File: src/rtl/bnn_pkg.sv
// Shared BNN datapath constants and the popcount/threshold FSM states.
// The PE array uses the same partial-popcount width.
package bnn_pkg;

  localparam int DEF_PSUM_WIDTH = 4;
  localparam int DEF_ACC_WIDTH  = 12;

  typedef enum logic {
    IDLE,
    ACCUM
  } state_t;

endpackage

File: src/rtl/sat_accumulate.sv
// Saturating adder: accumulator plus zero-extended partial popcount.
// Clamps to all-ones and raises sat when the true sum does not fit.
module sat_accumulate #(
  parameter int ACC_WIDTH  = 12,
  parameter int PSUM_WIDTH = 4
) (
  input  logic [ACC_WIDTH-1:0]  acc,
  input  logic [PSUM_WIDTH-1:0] addend,
  output logic [ACC_WIDTH-1:0]  sum,
  output logic                  sat
);

  logic [ACC_WIDTH:0] wide;

  assign wide = {1'b0, acc}
              + {{(ACC_WIDTH + 1 - PSUM_WIDTH){1'b0}}, addend};
  assign sat  = wide[ACC_WIDTH];
  assign sum  = sat ? '1 : wide[ACC_WIDTH-1:0];

endmodule

File: src/rtl/xnor_popcount_threshold.sv
// Per-pixel popcount accumulation across channels, folded BN threshold,
// and one binary activation per pixel over a valid/ready handshake.
module xnor_popcount_threshold
  import bnn_pkg::*;
#(
  parameter int PSUM_WIDTH = DEF_PSUM_WIDTH,
  parameter int ACC_WIDTH  = DEF_ACC_WIDTH
) (
  input  logic                  clk,
  input  logic                  rst,
  input  logic                  en,
  input  logic                  thr_load,
  input  logic [ACC_WIDTH-1:0]  thr_in,
  input  logic                  thr_invert,
  input  logic                  in_valid,
  output logic                  in_ready,
  input  logic [PSUM_WIDTH-1:0] pcount_in,
  input  logic                  in_last,
  output logic                  out_valid,
  input  logic                  out_ready,
  output logic                  out_bit,
  output logic [ACC_WIDTH-1:0]  out_count,
  output logic                  overflow
);

  state_t               state;
  logic [ACC_WIDTH-1:0] acc;
  logic [ACC_WIDTH-1:0] thr;
  logic                 inv;
  logic [ACC_WIDTH-1:0] base;
  logic [ACC_WIDTH-1:0] sum;
  logic                 sat;
  logic                 fire;

  assign in_ready = en && (!out_valid || out_ready);
  assign fire     = in_valid && in_ready;
  assign base     = (state == ACCUM) ? acc : '0;

  sat_accumulate #(
    .ACC_WIDTH  (ACC_WIDTH),
    .PSUM_WIDTH (PSUM_WIDTH)
  ) u_sat (
    .acc    (base),
    .addend (pcount_in),
    .sum    (sum),
    .sat    (sat)
  );

  always_ff @(posedge clk) begin
    if (rst) begin
      state     <= IDLE;
      acc       <= '0;
      thr       <= '0;
      inv       <= 1'b0;
      out_valid <= 1'b0;
      out_bit   <= 1'b0;
      out_count <= '0;
      overflow  <= 1'b0;
    end else if (en) begin
      if (thr_load) begin
        thr <= thr_in;
        inv <= thr_invert;
      end
      if (out_ready)
        out_valid <= 1'b0;
      // Compare uses the pre-load threshold; a same-cycle load lands next cycle.
      if (fire) begin
        if (sat)
          overflow <= 1'b1;
        unique case (state)
          IDLE, ACCUM: begin
            if (in_last) begin
              out_count <= sum;
              out_bit   <= (sum >= thr) ^ inv;
              out_valid <= 1'b1;
              acc       <= '0;
              state     <= IDLE;
            end else begin
              acc       <= sum;
              state     <= ACCUM;
            end
          end
          default: state <= IDLE;
        endcase
      end
    end
  end

endmodule

File: config.mk
export PLATFORM = sky130hd
export DESIGN_NAME = xnor_popcount_threshold
export DESIGN_NICKNAME = d
export VERILOG_FILES = /design/src/rtl/bnn_pkg.sv /design/src/rtl/sat_accumulate.sv /design/src/rtl/xnor_popcount_threshold.sv
export SDC_FILE = /design/constraint.sdc
export NUM_CORES = 1
export LEC_CHECK = 0
export ABC_AREA = 0
export CAP_MARGIN = 20
export CORE_ASPECT_RATIO = 1.75
export CORE_UTILIZATION = 50
export DETAILED_ROUTE_END_ITERATION = 7
export PLACE_DENSITY = 0.88
export SKIP_CTS_REPAIR_TIMING = 1
export SYNTH_ARGS = -nofsm -noshare
export SYNTH_HDL_FRONTEND = slang
export SYNTH_SLANG_ARGS = --single-unit
File: constraint.sdc
create_clock -name clk -period 4.8 [get_ports clk]
set_input_delay 1.2 -clock clk [delete_from_list [all_inputs] [get_ports clk]]
set_output_delay 1.2 -clock clk [all_outputs]
set_load 0.01 [all_outputs]
-- Word-level counts from Yosys, hierarchy flattened
Index checks and enable logic that the tools add are counted.
- logic and storage cells: 26
- register bits: 41
- output and inout port bits: 16
- bits of input ports: 24
- bitwise logic cells: 1
- $add $sub $neg: 1
- reductions and logical operators: 8
- magnitude comparators: 1
- muxes and demuxes: 7
- operator list (kind ; count):
    12-bit 2-to-1 mux ; 3
    12-bit by 4-bit adder with 13-bit output ; 1
    12-bit greater-or-equal comparator ; 1
    3-bit AND reduction ; 2
    1-bit 2-to-1 mux ; 4
    2-bit AND reduction ; 2
    1-bit logical AND ; 2
    1-bit zero test ; 1
    1-bit logical OR ; 1
    1-bit XOR ; 1

-- Longest topological paths before layout
- word-level depth: 5
- mapped depth: 16
- mapped depth without buffers: 13

-- Cells and area by module
A second synthesis with hierarchy kept.
- cell total of the unflattened synthesis: 293
- area, all modules: 2293.4 um^2
- modules (own cells, without submodules) (module ; times used ; area each (um^2) ; cells each ; seq. area each (um^2)):
    xnor_popcount_threshold ; 1 ; 1909.3 ; 241 ; 820.8
    sat_accumulate ; 1 ; 384.1 ; 52 ; 0.0

-- Worst setup path before layout
Ideal clock, no wire load.
- kind: input port to flip-flop
- start: input pcount_in[0]
- end: register out_bit
- data arrival time: 3.904 ns
- setup slack: 0.779 ns
- library setup time: 0.117 ns
- data required time: 4.683 ns
- stages: 13
- path through: ha_1 fa_1 nand3_1 nand2_1 and3_1 buf_6 or2_2 ha_1 o21ai_1 a21oi_1 o31a_1 or4_1 a32o_1
- longest elaborated chain between the ends: 4
- ends and longest elaborated chain (item ; RTL line ; source):
    from (decl) ; xnor_popcount_threshold.sv:17 ; input logic [PSUM_WIDTH-1:0] pcount_in,
    12-bit by 4-bit adder with 13-bit output ; sat_accumulate.sv:16 ; + {{(ACC_WIDTH + 1 - PSUM_WIDTH){1'b0}}, addend};
    12-bit 2-to-1 mux ; sat_accumulate.sv:18 ; assign sum = sat ? '1 : wide[ACC_WIDTH-1:0];
    net sum[2] ; xnor_popcount_threshold.sv:31 ; logic [ACC_WIDTH-1:0] sum;
    12-bit greater-or-equal comparator ; xnor_popcount_threshold.sv:74 ; out_bit <= (sum >= thr) ^ inv;
    1-bit XOR ; xnor_popcount_threshold.sv:74 ;
    to (signal assigned) ; xnor_popcount_threshold.sv:74 ;
    to (decl) ; xnor_popcount_threshold.sv:21 ; output logic out_bit,
The timed path passes the listed nets, and every way through them passes these cells.
A chain may end at the register's enable or synchronous reset.

-- Worst setup path in the final report
Same ends and word-level chain as after synthesis.

==> metrics.md <==
| Metric | Value |
|---|---|
| Core area | `4110 um^2` |
| List of most frequent post-synthesis cells | `47 x nand2_1, 41 x dfxtp_1, 28 x a21oi_1` |
| Yosys reg bits | `41` |
| Final Setup Violations | `0` |
| Element type at the critical path start | `primary input` |
| Filler cells | `378` |
| Nets | `335` |
| Max_slew headroom | `39.9%` |
| Initial antenna violation count | `0` |
| Buffers added on ports | `39` |
| Reg-to-reg startpoint | `state` |
| Vias in the first global route | `1976` |
| Crit path kind | `in2reg` |
| Synth area leader | `dfxtp_1` |
| Crit path time final | `4.31 ns` |
| CTS tree | `built` |
| Sequential area share after synthesis | `38.2%` |
| Synth Net Count | `298` |
| Synth area leaders | `dfxtp_1 38%, ha_1 9.3%, nand2_1 8.2%` |
| Initial DRC count | `63` |
| Final ANT Viol Nets | `0` |
| Die Ht | `88.8 um` |
| Critical Path Fanout Max | `8` |
| Area grow syn2layout | `22.5%` |
| Synth Flop Type | `dfxtp_1` |
| Gr usage total | `24.2%` |
| Critical path arrival | `4.50 ns` |
| Total CTS buffers | `5` |
| Max VDD drop | `0.000220 V` |
| Layout cells sized above 1 | `6.48%` |
| Switching Share | `24.6%` |
| DP Wirelength | `3790 um` |
| Max_cap viols | `0` |
| Reg power frac | `55.3%` |
| Crit path capture type | `flip-flop` |
| Starting Density | `52.3%` |
| Total gr overflow | `0` |
| Sink Count | `41` |
| Synth unique cells | `48` |
| Sum Neg Setup Slack | `0 ns` |
| Residual DRC | `0` |
| Final slew viol count | `0` |
| Count leader, synth | `nand2_1` |
| Unrepaired setup endpoints after global routing | `no` |
| First-pass GRT wire length | `8470 um` |
| Total Die Area | `4580 um^2` |
| Critical path startpoint | `pcount_in[0]` |
| Fin Clk Skew | `0.00880 ns` |
| Synth top area share | `38.2%` |
| Maximum achievable frequency | `232 MHz` |
| Pre-antenna DRT Iters | `4` |
| Maximum clock insertion buffer count | `2` |
| # IOs | `40` |
| N_diodes | `0` |
| Routability congestion estimate | `0.916` |
| Pint | `485 uW` |
| Mapped cell area | `2150 um^2` |
| Final hold violations | `0` |
| Via-to-Cell Ratio | `5.82` |
| Avg WL per Cell | `14.7 um` |
| Reg2Reg Setup Slack | `1.04 ns` |
| Worst Hold Class | `reg2reg` |
| H-tree depth | `2` |
| Vias | `1991` |
| Hold Crit Start | `acc[2]` |
| Final hold slack | `0.446 ns` |
| Clock share of power | `32.1%` |
| Async set or reset register ratio after synthesis | `0%` |
| Leak Pwr | `0.00105 uW` |
| Row Count | `31` |
| Latest clock arrival within the worst-skew pair | `0.29 ns` |
| Worst-path clk slew | `0.07 ns` |
| Synth Instances | `257` |
| Gate power share | `12.6%` |
| Pwr Density | `244 nW/um^2` |
| Number of synthesized flops with an enable pin | `0` |
| Fin crit share | `89.9%` |
| Syn Area/Cell | `8.37 um^2` |
| Total wire length | `5030 um` |
| Switching Power | `158 uW` |
| Die Span X | `51.6 um` |
| WP data required | `4.98 ns` |
| Synth warn | `0` |
| Status | `complete, no violations` |
| Least-Margin Pin Slew | `0.899 ns` |
| Largest net degree at the start of global routing | `26` |
| CTS root buffer | `clkbuf_8` |
==> registers in the layout, summed over array words and instances, names as in the netlist <==
| name | count |
|---|---|
| out_bit | 1 |
| out_count | 12 |
| thr | 12 |
| out_valid | 1 |
| overflow | 1 |
| inv | 1 |
| state | 1 |
| acc | 12 |
==> logic make-up after synthesis <==
kind of cell | share of synthesized area, %
compound gates | 23.6
xor+xnor | 0.407
fa+ha+maj | 10.2
buf+inv | 4.94
flops | 38.2
mux | 1.63
simple gates | 21.0
==> power by group through the flow <==
stage                     combinational [uW]  clock [uW]  sequential, uW
after floorplan                         45.5           0             361
after global placement                  78.1           0             363
after detailed placement                80.3           0             364
after CTS                               81.3         208             356
after global routing                    90.7         223             357
final                                   81.1         207             356
==> path summary, 6_finish.rpt <==
check | to | depth (start not counted)
worst max-delay path | out_bit | 13
worst min-delay path | acc[2] | 2
worst max register to register | out_bit | 12
worst min register to register | acc[2] | 2
==> cells in the final DEF (no fill, tap or decap), types with 2 or more instances in the layout <==
master           instances
nand4_1                  4
a211oi_1                 2
buf_4                    2
a21oi_1                 28
a31o_2                   2
or2_2                    2
nand3_1                  6
clkdlybuf4s50_1         39
dfxtp_1                 41
o21ai_0                  9
nor3_1                   2
nand2b_1                 2
and3_1                   5
ha_1                    16
inv_1                   13
clkbuf_8                 5
nand2_1                 47
and2_1                   8
a22o_1                  17
nor2_1                  14
==> routing by layer <==
metal | track usage, % | part of all wire (%) | vias up | routed length [um]
li1 | - | - | 985 | -
met1 | 24.1 | 38 | 941 | 1900
met2 | 46.9 | 57 | 55 | 2880
met3 | 3.61 | 3.1 | 10 | 154
met4 | 11.5 | 2.0 | 0 | 102
met5 | 0 | 0 | - | 0
==> per-stage QoR <==
step	cells	setup WS [ns]	area, um^2	util, %	total power (uW)
floorplan	257	0.779	2150	-	406
global placement	336	0.312	2560	62.3	441
detailed placement	336	0.208	2560	62.3	444
CTS	342	0.495	2630	64.1	645
global route	342	0.298	2630	64.1	671
finish	342	0.486	2630	64.1	644
==> final cells by class <==
cell class	count	area, um^2	share of cell area (%)
Clock buffer	5	68.8	2.61
Clock inverter	1	5.00	0.190
Inverter	13	48.8	1.85
Multi-Input combinational cell	192	1220	46.5
Sequential cell	41	821	31.2
Tap cell	49	61.3	2.33
Timing Repair Buffer	41	405	15.4
==> critical path: stages <==
cell	delay [ns]
clkdlybuf4s50_1	0.41
ha_1	0.25
fa_1	0.42
nand3_1	0.13
nand2_1	0.11
and3_1	0.28
or2_2	0.33
ha_1	0.27
o21ai_1	0.07
a21oi_1	0.05
o31a_1	0.24
or4_1	0.48
a32o_1	0.26
Note: power is estimated with default switching activity, not from simulation.
